<file path="config.mk">
export PLATFORM = sky130hd
export DESIGN_NAME = id_ex_operand_stage
export DESIGN_NICKNAME = d
export VERILOG_FILES = /design/src/rtl/alu_pkg.sv /design/src/rtl/fwd_mux.sv /design/src/rtl/id_ex_operand_stage.sv
export SDC_FILE = /design/constraint.sdc
export NUM_CORES = 1
export LEC_CHECK = 0
export ABC_CLOCK_PERIOD_IN_PS = 3400
export CAP_MARGIN = 5
export CORE_ASPECT_RATIO = 0.5
export CORE_MARGIN = 4
export CORE_UTILIZATION = 35
export DETAILED_ROUTE_END_ITERATION = 7
export GPL_TIMING_DRIVEN = 0
export HOLD_SLACK_MARGIN = 0.08
export PLACE_DENSITY = 0.69
export RECOVER_POWER = 50
export SLEW_MARGIN = 25
export SYNTH_ARGS = -nofsm -noshare
export SYNTH_HDL_FRONTEND = slang
export SYNTH_SLANG_ARGS = --single-unit
</file>
<file path="constraint.sdc">
create_clock -name clk -period 3.4 [get_ports clk]
set_clock_uncertainty 0.15 [all_clocks]
set_input_delay 0.34 -clock clk [delete_from_list [all_inputs] [get_ports clk]]
set_output_delay 0.34 -clock clk [all_outputs]
set_load 0.05 [all_outputs]
</file>
<file path="src/rtl/alu_pkg.sv">
// Shared ALU opcodes, widths and the ID/EX stage register layout.
package alu_pkg;

  localparam int unsigned DATA_WIDTH    = 32;
  localparam int unsigned OPCODE_LENGTH = 4;
  localparam int unsigned REG_ADDR_W    = 5;

  localparam logic [OPCODE_LENGTH-1:0] AluAnd = 4'b0000;
  localparam logic [OPCODE_LENGTH-1:0] AluOr  = 4'b0001;
  localparam logic [OPCODE_LENGTH-1:0] AluAdd = 4'b0010;
  localparam logic [OPCODE_LENGTH-1:0] AluSub = 4'b0011;
  localparam logic [OPCODE_LENGTH-1:0] AluXor = 4'b0100;
  localparam logic [OPCODE_LENGTH-1:0] AluEq  = 4'b1000;

  typedef struct packed {
    logic [REG_ADDR_W-1:0]    rs1_addr;
    logic [REG_ADDR_W-1:0]    rs2_addr;
    logic [REG_ADDR_W-1:0]    rd_addr;
    logic [DATA_WIDTH-1:0]    rs1_data;
    logic [DATA_WIDTH-1:0]    rs2_data;
    logic [DATA_WIDTH-1:0]    imm;
    logic                     alu_src;
    logic [OPCODE_LENGTH-1:0] operation;
    logic                     reg_write;
  } id_ex_t;

  // A producer matches a source only if it writes and the source is not x0.
  function automatic logic addr_hit(input logic [REG_ADDR_W-1:0] rs,
                                    input logic [REG_ADDR_W-1:0] rd,
                                    input logic                  we);
    return we && (rs != '0) && (rs == rd);
  endfunction

endpackage

</file>
<file path="src/rtl/fwd_mux.sv">
// One operand's forwarding select: EX/MEM over MEM/WB over stored data; x0 always reads zero.
module fwd_mux
  import alu_pkg::*;
#(
  parameter int unsigned DW = alu_pkg::DATA_WIDTH
) (
  input  logic [REG_ADDR_W-1:0] rs_addr,
  input  logic [DW-1:0]         stored_data,
  input  logic [REG_ADDR_W-1:0] exmem_rd,
  input  logic                  exmem_we,
  input  logic [DW-1:0]         exmem_result,
  input  logic [REG_ADDR_W-1:0] memwb_rd,
  input  logic                  memwb_we,
  input  logic [DW-1:0]         memwb_result,
  output logic [DW-1:0]         fwd_data
);

  always_comb begin
    fwd_data = stored_data;
    if (rs_addr == '0) begin
      fwd_data = '0;
    end else if (addr_hit(rs_addr, exmem_rd, exmem_we)) begin
      fwd_data = exmem_result;
    end else if (addr_hit(rs_addr, memwb_rd, memwb_we)) begin
      fwd_data = memwb_result;
    end
  end

endmodule

</file>
<file path="src/rtl/id_ex_operand_stage.sv">
// ID/EX operand register with valid/ready handshake, flush, MEM/WB snoop and SrcB select.
// ID_EX_FORWARD_EN enables EX/MEM and MEM/WB forwarding; otherwise RAW hazards stall decode.
module id_ex_operand_stage
  import alu_pkg::*;
#(
  parameter int unsigned DATA_WIDTH    = alu_pkg::DATA_WIDTH,
  parameter int unsigned OPCODE_LENGTH = alu_pkg::OPCODE_LENGTH,
  parameter int unsigned REG_ADDR_W    = alu_pkg::REG_ADDR_W
) (
  input  logic                     clk,
  input  logic                     reset,
  input  logic                     in_valid,
  output logic                     in_ready,
  input  logic [REG_ADDR_W-1:0]    in_rs1_addr,
  input  logic [REG_ADDR_W-1:0]    in_rs2_addr,
  input  logic [REG_ADDR_W-1:0]    in_rd_addr,
  input  logic [DATA_WIDTH-1:0]    in_rs1_data,
  input  logic [DATA_WIDTH-1:0]    in_rs2_data,
  input  logic [DATA_WIDTH-1:0]    in_imm,
  input  logic                     in_alu_src,
  input  logic [OPCODE_LENGTH-1:0] in_operation,
  input  logic                     in_reg_write,
  input  logic                     flush,
  output logic                     out_valid,
  input  logic                     out_ready,
  output logic [DATA_WIDTH-1:0]    SrcA,
  output logic [DATA_WIDTH-1:0]    SrcB,
  output logic [OPCODE_LENGTH-1:0] Operation,
  output logic [REG_ADDR_W-1:0]    out_rd_addr,
  output logic                     out_reg_write,
  input  logic [REG_ADDR_W-1:0]    exmem_rd,
  input  logic                     exmem_reg_write,
  input  logic [DATA_WIDTH-1:0]    exmem_result,
  input  logic [REG_ADDR_W-1:0]    memwb_rd,
  input  logic                     memwb_reg_write,
  input  logic [DATA_WIDTH-1:0]    memwb_result
);

  id_ex_t stage_q, stage_d, src_sel;
  logic   valid_q, valid_d;
  logic   hazard_stall, accept;
  logic   exmem_fwd_we, memwb_fwd_we;
  logic [DATA_WIDTH-1:0] rs2_fwd;

`ifdef ID_EX_FORWARD_EN
  assign exmem_fwd_we = exmem_reg_write;
  assign memwb_fwd_we = memwb_reg_write;
  assign hazard_stall = 1'b0;
`else
  logic rs1_raw, rs2_raw;
  assign exmem_fwd_we = 1'b0;
  assign memwb_fwd_we = 1'b0;
  assign rs1_raw = addr_hit(in_rs1_addr, stage_q.rd_addr, valid_q && stage_q.reg_write) ||
                   addr_hit(in_rs1_addr, exmem_rd, exmem_reg_write) ||
                   addr_hit(in_rs1_addr, memwb_rd, memwb_reg_write);
  assign rs2_raw = addr_hit(in_rs2_addr, stage_q.rd_addr, valid_q && stage_q.reg_write) ||
                   addr_hit(in_rs2_addr, exmem_rd, exmem_reg_write) ||
                   addr_hit(in_rs2_addr, memwb_rd, memwb_reg_write);
  assign hazard_stall = rs1_raw || (!in_alu_src && rs2_raw);
`endif

  assign in_ready = (!valid_q || out_ready) && !hazard_stall;
  assign accept   = in_valid && in_ready && !flush;

  always_comb begin
    src_sel = stage_q;
    if (accept) begin
      src_sel = '{rs1_addr: in_rs1_addr, rs2_addr: in_rs2_addr, rd_addr: in_rd_addr,
                  rs1_data: in_rs1_data, rs2_data: in_rs2_data, imm: in_imm,
                  alu_src: in_alu_src, operation: in_operation, reg_write: in_reg_write};
    end
    // Write-through of the MEM/WB result, both into a held entry and into one being captured.
    stage_d = src_sel;
    if (addr_hit(src_sel.rs1_addr, memwb_rd, memwb_reg_write)) stage_d.rs1_data = memwb_result;
    if (addr_hit(src_sel.rs2_addr, memwb_rd, memwb_reg_write)) stage_d.rs2_data = memwb_result;
  end

  always_comb begin
    valid_d = valid_q;
    if (flush) begin
      valid_d = 1'b0;
    end else if (accept) begin
      valid_d = 1'b1;
    end else if (valid_q && out_ready) begin
      valid_d = 1'b0;
    end
  end

  always_ff @(posedge clk or posedge reset) begin
    if (reset) begin
      valid_q <= 1'b0;
      stage_q <= '0;
    end else begin
      valid_q <= valid_d;
      stage_q <= stage_d;
    end
  end

  fwd_mux #(.DW(DATA_WIDTH)) u_fwd_rs1 (
    .rs_addr     (stage_q.rs1_addr),
    .stored_data (stage_q.rs1_data),
    .exmem_rd    (exmem_rd),
    .exmem_we    (exmem_fwd_we),
    .exmem_result(exmem_result),
    .memwb_rd    (memwb_rd),
    .memwb_we    (memwb_fwd_we),
    .memwb_result(memwb_result),
    .fwd_data    (SrcA)
  );

  fwd_mux #(.DW(DATA_WIDTH)) u_fwd_rs2 (
    .rs_addr     (stage_q.rs2_addr),
    .stored_data (stage_q.rs2_data),
    .exmem_rd    (exmem_rd),
    .exmem_we    (exmem_fwd_we),
    .exmem_result(exmem_result),
    .memwb_rd    (memwb_rd),
    .memwb_we    (memwb_fwd_we),
    .memwb_result(memwb_result),
    .fwd_data    (rs2_fwd)
  );

  assign SrcB          = stage_q.alu_src ? stage_q.imm : rs2_fwd;
  assign out_valid     = valid_q;
  assign Operation     = stage_q.operation;
  assign out_rd_addr   = stage_q.rd_addr;
  assign out_reg_write = stage_q.reg_write;

endmodule

</file>
==> results.yml, run 1 <==
outcome:
  status: "finished with violations"
  violations: "max-capacitance violations, max-slew violations"
floorplan:
  die-area_um2: 20600
  die_h_um: 104
  fp.coreArea_um2: 17700
  die_w_um: 199
  initial_core_util_pct: 36.2
  io_pins: 274
  rows: 34
critical_path:
  crit_type: "primary input to register"
  required_ps: 3530
  arrival_ps: 3390
  cp-startpoint: "in_rs1_addr[2]"
  path_max_fanout: 10
  critPathLaunchType: "primary input"
  r2r-start: "out_rd_addr[1]$_DFFE_PP0N_"
  end_kind: "register"
global_routing:
  grt_max_degree: 30
  grt_pass1_vias: 5375
  grt_pass1_wl_um: 30800
  antenna_found_initial: 0
  grt_overflow: 0
  grt_usage_pct: 19.3
clocking:
  numCtsBuffers: 17
  clkSinkCount: 118
  clkTransAtPathRegs_ps: 50
  ctsHoldBuffers: 0
  h-tree-depth: 4
  cts_tree: "built"
  insertion_delay_ps: 400
  cts-root-buf: "clkbuf_16"
  cts_buffer_depth: 2
cells_and_area:
  antennaDiodeCount: 0
  multi_input_area_um2: 3180
  fill_cells: 1576
  final_layout_size_suffix_gt1_share_pct: 18.4
  ff_latch_area_um2: 2950
  nets: 955
  syn2layout_area_growth_pct: 50.1
synthesis:
  syn_area_um2: 6390
  avgSynthCellArea_um2: 12.9
  synth_seq_cells: 118
  synth-edff-count: 0
  synth_nets: 694
  yosysSeqAreaShare_pct: 46.2
  yosysWarnings: 0
  synthCells: 496
  synth.top_cell.area_share_pct: 46.2
  async_flop_share_pct: 100
  synth.area.top_cells: "dfrtp_1, mux2_1, mux2_2"
  synth_cell_types: 37
  synth_flop_cell: "dfrtp_1"
  yosysTopAreaCell: "dfrtp_1"
routing:
  via_per_inst: 4.87
  initialDrtViolationCount: 122
  vias: 4888
  ant_nets: 0
  drc: 0
  wl_um: 19800
  wl_per_cell_um: 19.7
  firstDrtPassIters: 4
placement:
  hpwl_um: 15400
  io_buffers: 237
  pre_cts_slack_ps: -619
  gp_congestion: 0.807
power_and_ir_drop:
  p_leak_nw: 4.00
  ir_drop_mv: 0.406
  p_sw_w: 0.00246
  p_comb_share_pct: 42.2
  power.share.switching_pct: 38.5
  power_density_nw_per_um2: 667
  p_int_w: 0.00393
  p_clk_share_pct: 27.3
  seqPwrFrac_pct: 30.4
sta:
  drv_slew: 58
  hold_viol_final: 0
  fmax_ghz: 0.307
  tightest_slew_ps: 1680
  finalWorstSetupSlack_ps: 138
  whs_ps: 128
  setup_viol: 0
  min_period_ps: 3260
  rsz0062_at_grt: "false"
  maxSlewHeadroom_pct: -12.0
  post-route-period-util_pct: 95.9
min_path:
  hp-start: "in_rs2_addr[0]"
  min_path_type: "primary input to register"
run:
  cap_violations: 2
stage by stage:
stage	TNS, ps	power [W]	std cells	area, um2	utilization [%]
2_1_floorplan	0	0.00379	496	6390	-
3_3_place_gp	-40070	0.00475	967	9060	51.3
3_5_place_dp	-42570	0.00481	971	9150	51.8
4_1_cts	0	0.00659	1003	9730	55.1
5_1_grt	0	0.00672	1004	9590	54.3
6_report	0	0.00640	1004	9590	54.3
cells by family after synthesis:
logic type,count (synthesis),synth area share (%)
AO/OA/AOI/OAI,44,5.99
AND/OR/NAND/NOR,71,6.64
multiplexers,182,32.1
buffers and inverters,46,4.29
XOR/XNOR,35,4.80
flip-flops,118,46.2
cells in the final DEF, fill, tap and decap left out, drive strengths merged:
master and n:
a2111oi 1, a211o 1, a21oi 4, a22o 32
a311o 1, and2 1, and2b 1, buf 30
bufinv 2, clkbuf 57, clkdlybuf4s50 188, clkinv 7
clkinvlp 5, dfrtp 118, dlygate4sd2 5, dlygate4sd3 12
dlymetal6s2s 11, inv 3, mux2 181, mux2i 1
nand2 7, nand2b 1, nand3 3, nand4 4
nand4b 1, nor2 7, nor2b 32, nor3 4
nor3b 1, nor4 5, o2111ai 1, o211ai 1
o21ai 1, o2bb2ai 1, o31ai 1, or4 4
xnor2 19, xor2 16
state kept, by name (all words and copies together) (netlist names):
signal,cells
Operation,4
out_rd_addr,5
out_reg_write,1
out_valid,1
stage_q,107
Yosys cell counts, types with 3 or more instances:
cell type,n
a22o_1,32
nor2_1,6
buf_6,7
nand3_1,3
mux2_1,116
nor4_1,5
buf_4,9
mux2_2,65
dfrtp_1,118
inv_1,4
nor2b_1,32
nor3_1,3
buf_2,12
a21oi_1,3
xnor2_1,19
or4_1,4
xor2_1,16
nand4_1,4
nand2_1,7
clkbuf_1,14
critical path: stages:
cell and delay [ps]:
clkdlybuf4s50_1 530, or4_1 600, nor2_2 150, nor3_1 80
nor3_2 300, nand4b_4 180, buf_6 190, mux2i_1 150
a21oi_4 290, buf_6 220, mux2_1 340
power by group through the flow:
| stage | Sequential, W | Clock (W) | Combinational, W |
|---|---|---|---|
| after detailed placement | 0.00197 | 0 | 0.00285 |
| after global routing | 0.00199 | 0.00186 | 0.00286 |
| after floorplan | 0.00191 | 0 | 0.00188 |
| after global placement | 0.00195 | 0 | 0.00280 |
| final | 0.00195 | 0.00175 | 0.00270 |
| after CTS | 0.00194 | 0.00179 | 0.00285 |
cell type report:
cell class,count,area share [%]
Tap cell,234,3.05
Clock buffer,19,4.62
Timing Repair Buffer,242,24.0
Multi-Input combinational cell,332,33.2
Sequential cell,118,30.8
Inverter,4,0.170
Clock inverter,13,1.38
Buffer,42,2.81
what timing repair did:
item / in CTS / in global routing
endpoints found under the setup margin: 86 / 128
buffers inserted: 0 / 1
gates resized for setup: 15 / 34
pin swaps: 0 / 2
path summary, 6_finish.rpt:
check                                     endpoint  slack, ps  cells past startpoint
min in group asynchronous  stage_q[61]$_DFFE_PP0P_        340                      2
setup / recovery           stage_q[89]$_DFFE_PP0P_        140                     11
hold reg to reg            stage_q[22]$_DFFE_PP0N_        340                      1
hold / removal              stage_q[107]$_DFF_PP0_        130                      2
setup reg to reg           stage_q[89]$_DFFE_PP0P_        310                      9
max in group asynchronous  stage_q[21]$_DFFE_PP0N_        780                      3
routing by layer:
layer / vias to the layer above / share of wire [%] / track usage (%)
met4: 0 / 1.6 / 5.61
met3: 18 / 4.1 / 3.96
met2: 103 / 51 / 33.4
met1: 2464 / 43 / 24.2
met5: - / 0 / 0
li1: 2303 / - / -
(Power assumes the default switching activity.)
==> inputs of run 2 (changes only) <==
--- a/config.mk
+++ b/config.mk
@@ -9,11 +9,12 @@
 export CAP_MARGIN = 5
 export CORE_ASPECT_RATIO = 0.5
 export CORE_MARGIN = 4
-export CORE_UTILIZATION = 35
+export CORE_UTILIZATION = 40
+export CTS_BUF_LIST = sky130_fd_sc_hd__clkbuf_8
 export DETAILED_ROUTE_END_ITERATION = 7
 export GPL_TIMING_DRIVEN = 0
 export HOLD_SLACK_MARGIN = 0.08
-export PLACE_DENSITY = 0.69
+export PLACE_DENSITY = 0.77
 export RECOVER_POWER = 50
 export SLEW_MARGIN = 25
 export SYNTH_ARGS = -nofsm -noshare
==> results.yml, run 2 (synthesis results as in run 1) <==
clocking:
  cts_tree: "built"
  clkTransAtPathRegs_ps: 70
  numCtsBuffers: 17
  ctsHoldBuffers: 0
  h-tree-depth: 4
  cts_buffer_depth: 2
  clkSinkCount: 118
  cts-root-buf: "clkbuf_8"
  insertion_delay_ps: 420
floorplan:
  rows: 32
  die-area_um2: 18200
  die_h_um: 97.4
  die_w_um: 187
  initial_core_util_pct: 41.1
  io_pins: 274
  fp.coreArea_um2: 15500
cells_and_area:
  largest_reg_flops: 107
  final_cells: 975
  largest_register: "stage_q"
  final_layout_size_suffix_gt1_share_pct: 18.9
  nets: 956
  final_cell_mix: "clkdlybuf4s50_1, dfrtp_1, mux2_1"
  post-route-util_pct: 61.5
  layout_commonest_cell: "clkdlybuf4s50_1"
  antennaDiodeCount: 0
  syn2layout_area_growth_pct: 49.6
outcome:
  status: "completed"
power_and_ir_drop:
  seqPwrFrac_pct: 32.0
  p_leak_nw: 4.11
  p_comb_share_pct: 45.4
  ir_drop_mv: 0.335
  power.share.switching_pct: 39.8
  p_sw_w: 0.00242
  p_clk_share_pct: 22.6
  power_density_nw_per_um2: 635
  power_w: 0.00607
  p_int_w: 0.00365
global_routing:
  grt_max_degree: 29
  grt_pass1_vias: 5345
  grt_usage_pct: 20.6
  grt_pass1_wl_um: 29700
  grt_overflow: 0
  antenna_found_initial: 0
routing:
  initialDrtViolationCount: 171
  ant_nets: 0
  firstDrtPassIters: 4
  via_per_inst: 5.04
  vias: 4916
  wl_um: 18700
  wl_per_cell_um: 19.2
  drc: 0
critical_path:
  end_kind: "register"
  rr_endpoint: "stage_q[74]$_DFFE_PP0P_"
  required_ps: 3550
  path_max_fanout: 10
  reg2reg_slack_ps: 330
  r2r-start: "out_rd_addr[4]$_DFFE_PP0N_"
  critPathLaunchType: "primary input"
  r2r_cells: 9
  crit_type: "primary input to register"
  arrival_ps: 3500
run:
  cap_violations: 0
placement:
  gp_congestion: 0.842
  placedCellCount: 941
  io_buffers: 237
  hpwl_um: 14700
min_path:
  hold_depth: 2
  holdPathEnd: "stage_q[107]$_DFF_PP0_"
  hp-start: "in_rs2_addr[0]"
  min_path_type: "primary input to register"
sta:
  drv_slew: 0
  fmax_ghz: 0.299
  tightest_slew_ps: 1470
  post-route-period-util_pct: 98.4
  min_period_ps: 3350
  maxSlewHeadroom_pct: 2.06
  whs_ps: 120
  hold_viol_final: 0
  setup_viol: 0
[run 2: cell count changes in the layout (fill, tap and decap cells not counted), sizes merged, moves of 2 or more]
cell | before | now
buf | 30 | 23
clkbuf | 57 | 43
clkinv | 7 | 4
dlygate4sd2 | 5 | 15
dlymetal6s2s | 11 | 21
inv | 3 | 5
[run 2: final cells by class]
type	count	area (um2)
Timing Repair Buffer	244	2450
Clock buffer	18	248
Clock inverter	14	176
Inverter	4	16.3
Sequential cell	118	2950
Fill cell	1254	5980
Multi-Input combinational cell	332	3170
Buffer	41	290
Tap cell	204	255
[run 2: worst max path at each step]
stage | slack, ps | endpoint | depth (start not counted) | startpoint
6_report | 50 | stage_q[74]$_DFFE_PP0P_ | 10 | memwb_rd[3]
5_1_grt | -7 | stage_q[79]$_DFFE_PP0P_ | 11 | in_rs1_addr[3]
4_1_cts | 0.3 | SrcA[15] | 5 | stage_q[112]$_DFF_PP0_
3_5_place_dp | -550 | stage_q[88]$_DFFE_PP0P_ | 10 | in_rs2_addr[3]
3_3_place_gp | -510 | stage_q[82]$_DFFE_PP0P_ | 10 | in_rs2_addr[3]
2_1_floorplan | 380 | stage_q[79]$_DFFE_PP0P_ | 10 | in_rs2_addr[0]
[run 2: through the flow]
stage	setup WS (ps)	instance area, um2	setup TNS, ps
after floorplan	376	6390	0
after global placement	-514	9020	-34030
after detailed placement	-554	9100	-36390
after CTS	0.299	9520	0
after global routing	-7.37	9560	-13.4
final	54.2	9560	0
[run 2: worst max-delay path, cell delays in order]
cell	delay (ps)
clkdlybuf4s50_1	630
xnor2_1	160
nand3_1	110
or4_1	530
a311o_1	310
nand4b_2	150
mux2_2	390
a21oi_4	300
buf_6	220
mux2_2	350
[run 2: layer usage]
metal / track usage [%] / vias to the layer above / routed length (um)
li1: - / 2308 / -
met1: 26.4 / 2473 / 8250
met2: 35.7 / 116 / 9400
met3: 3.91 / 19 / 733
met4: 5.96 / 0 / 314
met5: 0 / - / 0
[run 2: power groups by stage]
stage / registers, W / clock network (W) / logic [W]
floorplan: 0.00191 / 0 / 0.00188
global placement: 0.00195 / 0 / 0.00279
detailed placement: 0.00196 / 0 / 0.00283
CTS: 0.00194 / 0.00140 / 0.00281
global route: 0.00198 / 0.00147 / 0.00291
finish: 0.00194 / 0.00137 / 0.00275
[run 2: timing repair]
| action | CTS | global route |
|---|---|---|
| endpoints found under the setup margin | 81 | 127 |
| buffers inserted | 0 | 3 |
| cloned | 0 | 0 |
| gates resized for setup | 24 | 33 |
| pin swaps | 0 | 1 |
==> inputs of run 3 (changes only) <==
--- a/config.mk
+++ b/config.mk
@@ -13,7 +13,7 @@
 export CTS_BUF_LIST = sky130_fd_sc_hd__clkbuf_8
 export DETAILED_ROUTE_END_ITERATION = 7
 export GPL_TIMING_DRIVEN = 0
-export HOLD_SLACK_MARGIN = 0.08
+export HOLD_SLACK_MARGIN = 0.03
 export PLACE_DENSITY = 0.77
 export RECOVER_POWER = 50
 export SLEW_MARGIN = 25
==> results of run 3 <==
Same layout as run 2: the final DEF is identical, and so are final timing and power.
